## config.mk

```make
export PLATFORM = sky130hd
export DESIGN_NAME = fpga_config_loader
export DESIGN_NICKNAME = d
export VERILOG_FILES = /design/src/rtl/fpga_cfg_pkg.sv /design/src/rtl/fpga_config_loader_serializer.sv /design/src/rtl/fpga_config_loader.sv
export SDC_FILE = /design/constraint.sdc
export NUM_CORES = 1
export LEC_CHECK = 0
export ABC_AREA = 1
export CORE_ASPECT_RATIO = 0.8
export CORE_UTILIZATION = 48
export DETAILED_ROUTE_END_ITERATION = 16
export GPL_ROUTABILITY_DRIVEN = 1
export HOLD_SLACK_MARGIN = 0.03
export PLACE_DENSITY = 0.72
export SLEW_MARGIN = 0
export SYNTH_ARGS = -nofsm -noshare
export SYNTH_HDL_FRONTEND = slang
export SYNTH_SLANG_ARGS = --single-unit
export TNS_END_PERCENT = 5
```

## constraint.sdc

```tcl
create_clock -name clk -period 1.4 [get_ports clk]
set_input_delay 0.14 -clock clk [delete_from_list [all_inputs] [get_ports clk]]
set_output_delay 0.14 -clock clk [all_outputs]
set_load 0.01 [all_outputs]
```

## src/rtl/fpga_cfg_pkg.sv

```systemverilog
// Shared types and chain-geometry constants for the configuration loader.
package fpga_cfg_pkg;

  typedef enum logic [2:0] {
    IDLE  = 3'd0,
    LOAD  = 3'd1,
    SHIFT = 3'd2,
    SET   = 3'd3,
    DONE  = 3'd4
  } cfg_state_t;

  localparam int CFG_WORD_W = 32;

  // Per-tile chain segments: two connection blocks, one switch box, one CLB.
  localparam int CFG_CB_BITS    = 12;
  localparam int CFG_SB_BITS    = 20;
  localparam int CFG_CLB_BITS   = 20;
  localparam int CFG_TILE_BITS  = 2 * CFG_CB_BITS + CFG_SB_BITS + CFG_CLB_BITS;
  localparam int CFG_NUM_TILES  = 16;
  localparam int CFG_CHAIN_LEN  = CFG_NUM_TILES * CFG_TILE_BITS;

endpackage

```

## src/rtl/fpga_config_loader_serializer.sv

```systemverilog
// One-word shift register with a word-bit counter; LSB leaves first.
module cfg_word_serializer #(
  parameter int WORD_W = 32,
  parameter int WCNT_W = $clog2(WORD_W + 1)
) (
  input  logic              clk,
  input  logic              rst,
  input  logic              load,
  input  logic              shift,
  input  logic [WORD_W-1:0] data,
  output logic              next_bit,
  output logic              empty
);

  logic [WORD_W-1:0] shreg;
  logic [WORD_W-1:0] shreg_next;
  logic [WCNT_W-1:0] wcnt;

  assign shreg_next = shreg >> 1;
  assign next_bit   = shreg_next[0];
  // High during the shift that drains the last bit of the word.
  assign empty      = (wcnt == WCNT_W'(WORD_W - 1));

  always_ff @(posedge clk) begin
    if (rst) begin
      shreg <= '0;
      wcnt  <= '0;
    end else if (load) begin
      shreg <= data;
      wcnt  <= '0;
    end else if (shift) begin
      shreg <= shreg_next;
      wcnt  <= wcnt + WCNT_W'(1);
    end
  end

endmodule

```

## src/rtl/fpga_config_loader.sv

```systemverilog
// Bitstream loader feeding the tile configuration chain, LSB-first, with a final set pulse.
// Optional readback of the old chain contents is built when FPGA_CONFIG_READBACK_EN is defined.
module fpga_config_loader
  import fpga_cfg_pkg::*;
#(
  parameter int WORD_W    = CFG_WORD_W,
  parameter int CHAIN_LEN = CFG_CHAIN_LEN
) (
  input  logic              clk,
  input  logic              rst,
  input  logic              start,
  input  logic              abort,
  input  logic              word_valid,
  input  logic [WORD_W-1:0] word_data,
  output logic              word_ready,
  output logic              cfg_cen,
  output logic              cfg_shift,
  output logic              cfg_set,
  input  logic              cfg_return,
  output logic              busy,
  output logic              done,
  output cfg_state_t        dbg_state
`ifdef FPGA_CONFIG_READBACK_EN
  ,
  output logic              rb_valid,
  output logic [WORD_W-1:0] rb_data
`endif
);

  localparam int CNT_W  = $clog2(CHAIN_LEN + 1);
  localparam int WCNT_W = $clog2(WORD_W + 1);

  // Handshake: a word transfers on a rising edge where word_valid && word_ready;
  // the host holds word_data stable while valid is high and ready is low.
  cfg_state_t       state;
  logic [CNT_W-1:0] bitcnt;
  logic             ser_load, ser_shift, ser_next_bit, ser_empty, chain_end;

  assign ser_load  = (state == LOAD) && word_valid && word_ready && !abort;
  assign ser_shift = (state == SHIFT) && !abort;
  assign chain_end = (bitcnt == CNT_W'(CHAIN_LEN - 1));
  assign dbg_state = state;

  cfg_word_serializer #(
    .WORD_W (WORD_W),
    .WCNT_W (WCNT_W)
  ) u_ser (
    .clk      (clk),
    .rst      (rst),
    .load     (ser_load),
    .shift    (ser_shift),
    .data     (word_data),
    .next_bit (ser_next_bit),
    .empty    (ser_empty)
  );

  always_ff @(posedge clk) begin
    if (rst) begin
      state      <= IDLE;
      bitcnt     <= '0;
      word_ready <= 1'b0;
      cfg_cen    <= 1'b0;
      cfg_shift  <= 1'b0;
      cfg_set    <= 1'b0;
      busy       <= 1'b0;
      done       <= 1'b0;
    end else begin
      cfg_set <= 1'b0;
      if (abort) begin
        state      <= IDLE;
        word_ready <= 1'b0;
        cfg_cen    <= 1'b0;
        cfg_shift  <= 1'b0;
        busy       <= 1'b0;
        done       <= 1'b0;
      end else begin
        case (state)
          IDLE, DONE: begin
            if (start) begin
              state      <= LOAD;
              bitcnt     <= '0;
              word_ready <= 1'b1;
              busy       <= 1'b1;
              done       <= 1'b0;
            end
          end
          LOAD: begin
            if (word_valid && word_ready) begin
              state      <= SHIFT;
              word_ready <= 1'b0;
              cfg_cen    <= 1'b1;
              cfg_shift  <= word_data[0];
            end
          end
          SHIFT: begin
            bitcnt <= bitcnt + CNT_W'(1);
            // Chain end wins over word end: leftover bits of the word are dropped.
            if (chain_end) begin
              state     <= SET;
              cfg_cen   <= 1'b0;
              cfg_shift <= 1'b0;
              cfg_set   <= 1'b1;
            end else if (ser_empty) begin
              state      <= LOAD;
              cfg_cen    <= 1'b0;
              cfg_shift  <= 1'b0;
              word_ready <= 1'b1;
            end else begin
              cfg_shift <= ser_next_bit;
            end
          end
          SET: begin
            state <= DONE;
            busy  <= 1'b0;
            done  <= 1'b1;
          end
          default: state <= IDLE;
        endcase
      end
    end
  end

`ifdef FPGA_CONFIG_READBACK_EN
  logic [WORD_W-1:0] rb_sr, rb_full;
  logic [WORD_W:0]   rb_cat;
  logic [WCNT_W-1:0] rb_cnt;

  assign rb_cat  = {cfg_return, rb_sr};
  assign rb_full = rb_cat[WORD_W:1];

  always_ff @(posedge clk) begin
    if (rst) begin
      rb_sr    <= '0;
      rb_cnt   <= '0;
      rb_valid <= 1'b0;
      rb_data  <= '0;
    end else begin
      rb_valid <= 1'b0;
      if (ser_load) begin
        rb_cnt <= '0;
      end else if (ser_shift) begin
        rb_sr  <= rb_full;
        rb_cnt <= rb_cnt + WCNT_W'(1);
        // A short final word sits at the top of rb_full; shift it down to bit 0.
        if (ser_empty || chain_end) begin
          rb_valid <= 1'b1;
          rb_data  <= rb_full >> (WORD_W - 1 - int'(rb_cnt));
        end
      end
    end
  end
`else
  logic unused_return;
  assign unused_return = cfg_return;
`endif

endmodule

```

## After elaboration in Yosys (flattened, before gate mapping)

Cells that the tools add are included.

| storage, ports and cells | value |
|---|---|
| flip-flop bits (word level) | 58 |
| logic and storage cells | 73 |
| output and inout bits | 9 |
| input port bits | 38 |

| operators by class | value |
|---|---|
| muxes and demuxes | 26 |
| reduce and logical (&&, ||, !) cells | 22 |
| bitwise gates (word level) | 2 |
| equal/unequal tests | 11 |
| $add $sub $neg | 2 |

Operators by type and width:

| operator | count |
|---|---|
| 32-bit two-way mux | 2 |
| 11-bit case mux with 2 select lines | 1 |
| 1-bit two-way mux | 12 |
| 3-bit two-way mux | 4 |
| 3-bit case mux with 4 select lines | 1 |
| 11-bit by 1-bit adder with 11-bit output (second input constant) | 1 |
| 11-bit by 10-bit == test with 1-bit output (second input constant) | 1 |
| 11-bit two-way mux | 1 |
| 3-bit AND reduction | 3 |
| 1-bit case mux with 2 select lines | 4 |
| 2-bit nonzero test | 4 |
| 6-bit by 1-bit adder with 6-bit output (second input constant) | 1 |
| 3-bit by 2-bit == test with 1-bit output (second input constant) | 2 |
| 6-bit by 5-bit == test with 1-bit output (second input constant) | 1 |
| 2-bit != test (second input constant) | 3 |
| 2-bit OR reduction | 3 |
| 1-bit logical AND | 5 |
| 5-bit AND reduction | 1 |
| 2-bit AND reduction | 2 |
| 3-bit by 1-bit == test with 1-bit output (second input constant) | 1 |
| 3-bit == test (second input constant) | 1 |
| 3-bit zero test | 1 |
| 3-bit != test (second input constant) | 1 |
| 1-bit case mux with 3 select lines | 1 |
| 5 further kinds | 6 |

## Logic depth before layout (Yosys ltp)

| logic depth | value |
|---|---|
| word-level depth | 5 |
| mapped depth | 9 |
| mapped depth without buffers | 9 |

## Hierarchy

From an unflattened synthesis, not the netlist that was laid out.

| unflattened totals | value |
|---|---|
| cells, all modules | 376 |
| area total of the unflattened synthesis | 2,658.8 um^2 |

By module, submodules not included:

| module | instances | area an instance (um^2) | sequential area each (um^2) | cells each |
|---|---|---|---|---|
| cfg_word_serializer | 1 | 1,664.1 | 740.7 | 229 |
| fpga_config_loader | 1 | 994.7 | 400.4 | 147 |

## Worst setup path before layout

OpenSTA, ideal clock, no wires.

| timing | value |
|---|---|
| path type | flip-flop to flip-flop |
| from | reg state[1] (netlist: dbg_state[1]) |
| to | reg u_ser.shreg[10] |
| cell stages (with the launch flop) | 9 |
| setup slack | -0.013 ns |
| required time | 1.272 ns |
| library setup time | 0.128 ns |
| clock period less this slack | 1.413 ns |
| data arrival time | 1.285 ns |
| buffers on the path | 1 |
| path through | dfxtp_1 > nand2_1 > nor2_2 > nand2_4 > nand2_4 > buf_6 > nor2_1 > nor2_1 > nor2_1 |

| on the way | value |
|---|---|
| word-level cells in the longest chain between the ends | 5 |
| elaborated cells on any way between the ends | 8 |
| those cells by class | 2 x eq/ne; 1 x mux; 5 x reduce/logical |

RTL lines:

| what | RTL line | text |
|---|---|---|
| start: declaration | fpga_config_loader.sv:35 | `cfg_state_t state;` |
| start signal: assignment | fpga_config_loader.sv:59 | `state <= IDLE;` |
| start signal: assignment | fpga_config_loader.sv:70 | `state <= IDLE;` |
| start signal: assignment | fpga_config_loader.sv:80 | `state <= LOAD;` |
| 3-bit by 1-bit == test with 1-bit output | fpga_config_loader.sv:39 | `assign ser_load = (state == LOAD) && word_valid && word_ready && !abort;` |
| 1-bit logical AND (3 in a row) | fpga_config_loader.sv:39 |  |
| 32-bit two-way mux or 2-bit nonzero test (tied branches) | - |  |
| end signal: assignment | fpga_config_loader_serializer.sv:29 | `shreg <= data;` |
| end signal: assignment | fpga_config_loader_serializer.sv:32 | `shreg <= shreg_next;` |
| end: declaration | fpga_config_loader_serializer.sv:15 | `logic [WORD_W-1:0] shreg;` |

Several ways; a longest one is shown, not always the timed one.
A chain may end at the register's enable or synchronous reset.

## Worst setup path after layout

| timing | value |
|---|---|
| from | reg state[1] (netlist: dbg_state[1]) |
| to | reg u_ser.wcnt[3] |

| on the way | value |
|---|---|
| word-level cells in the longest chain between the ends | 5 |
| elaborated cells on any way between the ends | 7 |
| those cells by class | 2 x eq/ne; 5 x reduce/logical |

RTL lines:

| what | RTL line | text |
|---|---|---|
| 3-bit by 1-bit == test with 1-bit output | fpga_config_loader.sv:39 |  |
| 1-bit logical AND (3 in a row) | fpga_config_loader.sv:39 |  |
| 2-bit OR reduction (no source line) | - |  |
| end signal: assignment | fpga_config_loader_serializer.sv:33 | `wcnt <= wcnt + WCNT_W'(1);` |
| end: declaration | fpga_config_loader_serializer.sv:17 | `logic [WCNT_W-1:0] wcnt;` |

Several ways; a longest one is shown, not always the timed one.

==> run metrics <==
Total GRT Usage=21.5%; Setup Crit Path Kind=reg -> reg; drt drc=0; Slew headroom=between 80% and 90%; dpl hpwl=approximately 4500 um; count of final setup violators=0; ant diodes=0; share of cells above drive strength 1=14.2%; Power Density=861 nW/um^2; Synth Net Count=~500; H-Tree Depth=3; die area=roughly 6300 um^2; drt total wl=approximately 6300 um; Post-Syn Area=around 2900 um^2; pin count of the biggest net entering global routing=20; syn_area_per_cell=about 6.4 um^2; status=finished clean; number of synthesized flops with an enable pin=0; Util after Layout=between 60% and 70%; CP Max Fanout=6; PortBufs=45; reg2reg end=u_ser.wcnt[3]; period utilisation layout=98.0%; drt first-iter violations=73; RR Startpoint=dbg_state[1]; I/O Pins=47; global-route wire length before repair=approximately 11000 um; antenna viol nets, final=0; initial antenna violation count=0; DR vias=around 2800; routability cong.=approximately 0.90; Rows=24; maximum capacitance violations=0; Die W=around 89 um; vias per cell=4.58; async set-reset flop share out of synthesis=0%; Syn Inst Count=roughly 450; detailed-route wire length per cell=just over 10 um; Layout Nets=between 500 and 600; Clock Path Buffers=2; fmax=729 MHz; Yosys top cell area share=about two fifths; synth cell count leaders=141 x nand2_1, 111 x nor2_1, 57 x dfxtp_1; Remaining Overflow, GRT=0; RSZ-0062 raised after global routing=true; top cells by area, synth=dfxtp_1 40%, nand2_1 18%, nor2_1 14%; CTS Hold Bufs=0; Seq/Total Area, Yosys=approximately 40%; top-count cell post-synth=nand2_1; Setup crit start=dbg_state[1]; core area=~5600 um^2; ys flop type=dfxtp_1; Die H=71.2 um; HP Class=in -> reg; Pre-antenna DRT Iters=4; Synth-to-Final Area Change=33.1%; worst slew pin tran=about 250 ps; clk_skew=7.14 ps; critical path arrival=roughly 1600 ps; Clock Root Buffer=clkbuf_8; Clock Pin Slew Worst Setup and Hold Paths=60 ps; worst-skew pair later-pin latency=between 300 and 400 ps; r2r setup slk=roughly 28 ps; Setup crit end kind=flop; final hold violation count=0; Final Power=3.30 mW; Critical Path Source Type=flop; total clock sinks=57; TritonCTS buffer count=9; post-layout minimum cycle time=roughly 1400 ps; IR drop worst, VDD=around 580 uV; largest area contributor in the netlist=dfxtp_1; CTS tree=yes; Static Leakage=around 1.7 nW; Initial Util=about half; crit path to=u_ser.wcnt[3]; vias in the first global route=2483; max-slew violations=0; #FFs+latches synth=57; CP required=1660 ps; worst reg2reg path depth=7; Yosys cell types=27; Yosys Warn Count=0
routing by layer:
metal	track usage (%)	share of wire, %	vias up
met2	33.8	45	44
met3	6.22	3.6	11
li1	-	-	1499
met5	0	0	-
met1	28.8	50	1220
met4	6.27	1.5	0
placed cells by master, fill, tap and decap left out, types with 2 or more instances in the layout:
cell type        synthesis  final
nor2_1                 111    109
buf_12                   0      4
dfxtp_1                 57     52
nand2_4                  2      3
nor3_1                   4      3
nor3b_1                  2      2
inv_1                   54     54
nand4_1                  3      3
dfxtp_2                  0      2
clkbuf_8                 0     11
inv_2                    4      2
nand3b_1                 3      3
buf_4                    3     21
clkbuf_1                 4      2
nor2_4                   1      4
nand3_1                 12     12
clkdlybuf4s50_1          0     40
a21oi_1                 20     19
buf_6                    7      4
clkinv_2                 0      3
nand2_1                141    140
dfxtp_4                  0      3
o21ai_0                  5      4
dlygate4sd2_1            0      2
dlymetal6s2s_1           0      3
nor2_2                   9      8
critical path, cell delays in order (launching register included):
cell     delay [ps]
dfxtp_4         400
inv_4            50
nor2_4          110
nand2_4          80
nor2_4          230
nand2_1         100
or2_0           200
a21oi_1         130
cells by family (layout without fill, tap and decap cells):
logic type / count (synthesis) / count (layout) / share of synthesized area [%]
adder cells (fa/ha/maj): 2 / 2 / 0.870
AO/OA/AOI/OAI: 26 / 26 / 4.61
XOR/XNOR: 1 / 1 / 0.305
buffers and inverters: 72 / 148 / 11.6
flip-flops: 57 / 57 / 39.7
AND/OR/NAND/NOR: 294 / 294 / 42.9
repair_timing:
item | CTS | global route
endpoints found under the setup margin | 27 | 50
setup buffers | 0 | 4
pin swaps | 0 | 11
cloned | 0 | 0
gates resized for setup | 7 | 23
power by group:
part	switching, mW	leakage [nW]	internal [mW]
combinational	0.136	1.14	0.164
sequential	0.0113	0.463	1.63
clock	0.627	0.0932	0.731
total	0.774	1.70	2.53
how the worst min path moves through the flow:
stage,start,end,slack (ps),cells after the start
6_report,word_data[31],u_ser.shreg[31],400,3
3_3_place_gp,u_ser.shreg[1],cfg_shift,450,2
3_5_place_dp,u_ser.shreg[1],cfg_shift,460,2
2_1_floorplan,word_data[31],u_ser.shreg[31],290,2
5_1_grt,word_data[31],u_ser.shreg[31],400,3
4_1_cts,word_data[31],u_ser.shreg[31],390,3
state kept, by name (all words and copies together), names as in the netlist:
register	cells
cfg_cen	1
cfg_set	1
done	1
busy	1
u_ser.shreg	31
dbg_state	3
u_ser.wcnt	6
cfg_shift	1
word_ready	1
bitcnt	11
area by class of cell:
cell class | instances | area, um^2
fillers | 513 | 1790
multi-input cells | 323 | 1440
flip-flops and latches | 57 | 1150
repair buffers | 74 | 738
inverters | 58 | 225
clock buffers | 13 | 159
well taps | 78 | 97.6
clock inverters | 3 | 15.0
metrics by stage:
step	TNS [ps]	instance area [um^2]	setup slack (ps)	std cells	hold WS, ps
2_1_floorplan	0	2880	23.9	452	287
3_3_place_gp	-2500	3550	-84.5	586	450
3_5_place_dp	-3110	3550	-172	586	458
4_1_cts	-15.0	3730	-15.0	602	392
5_1_grt	-937	3830	-81.3	606	397
6_report	0	3830	28.3	606	398
Power figures use the tool's default switching activity.
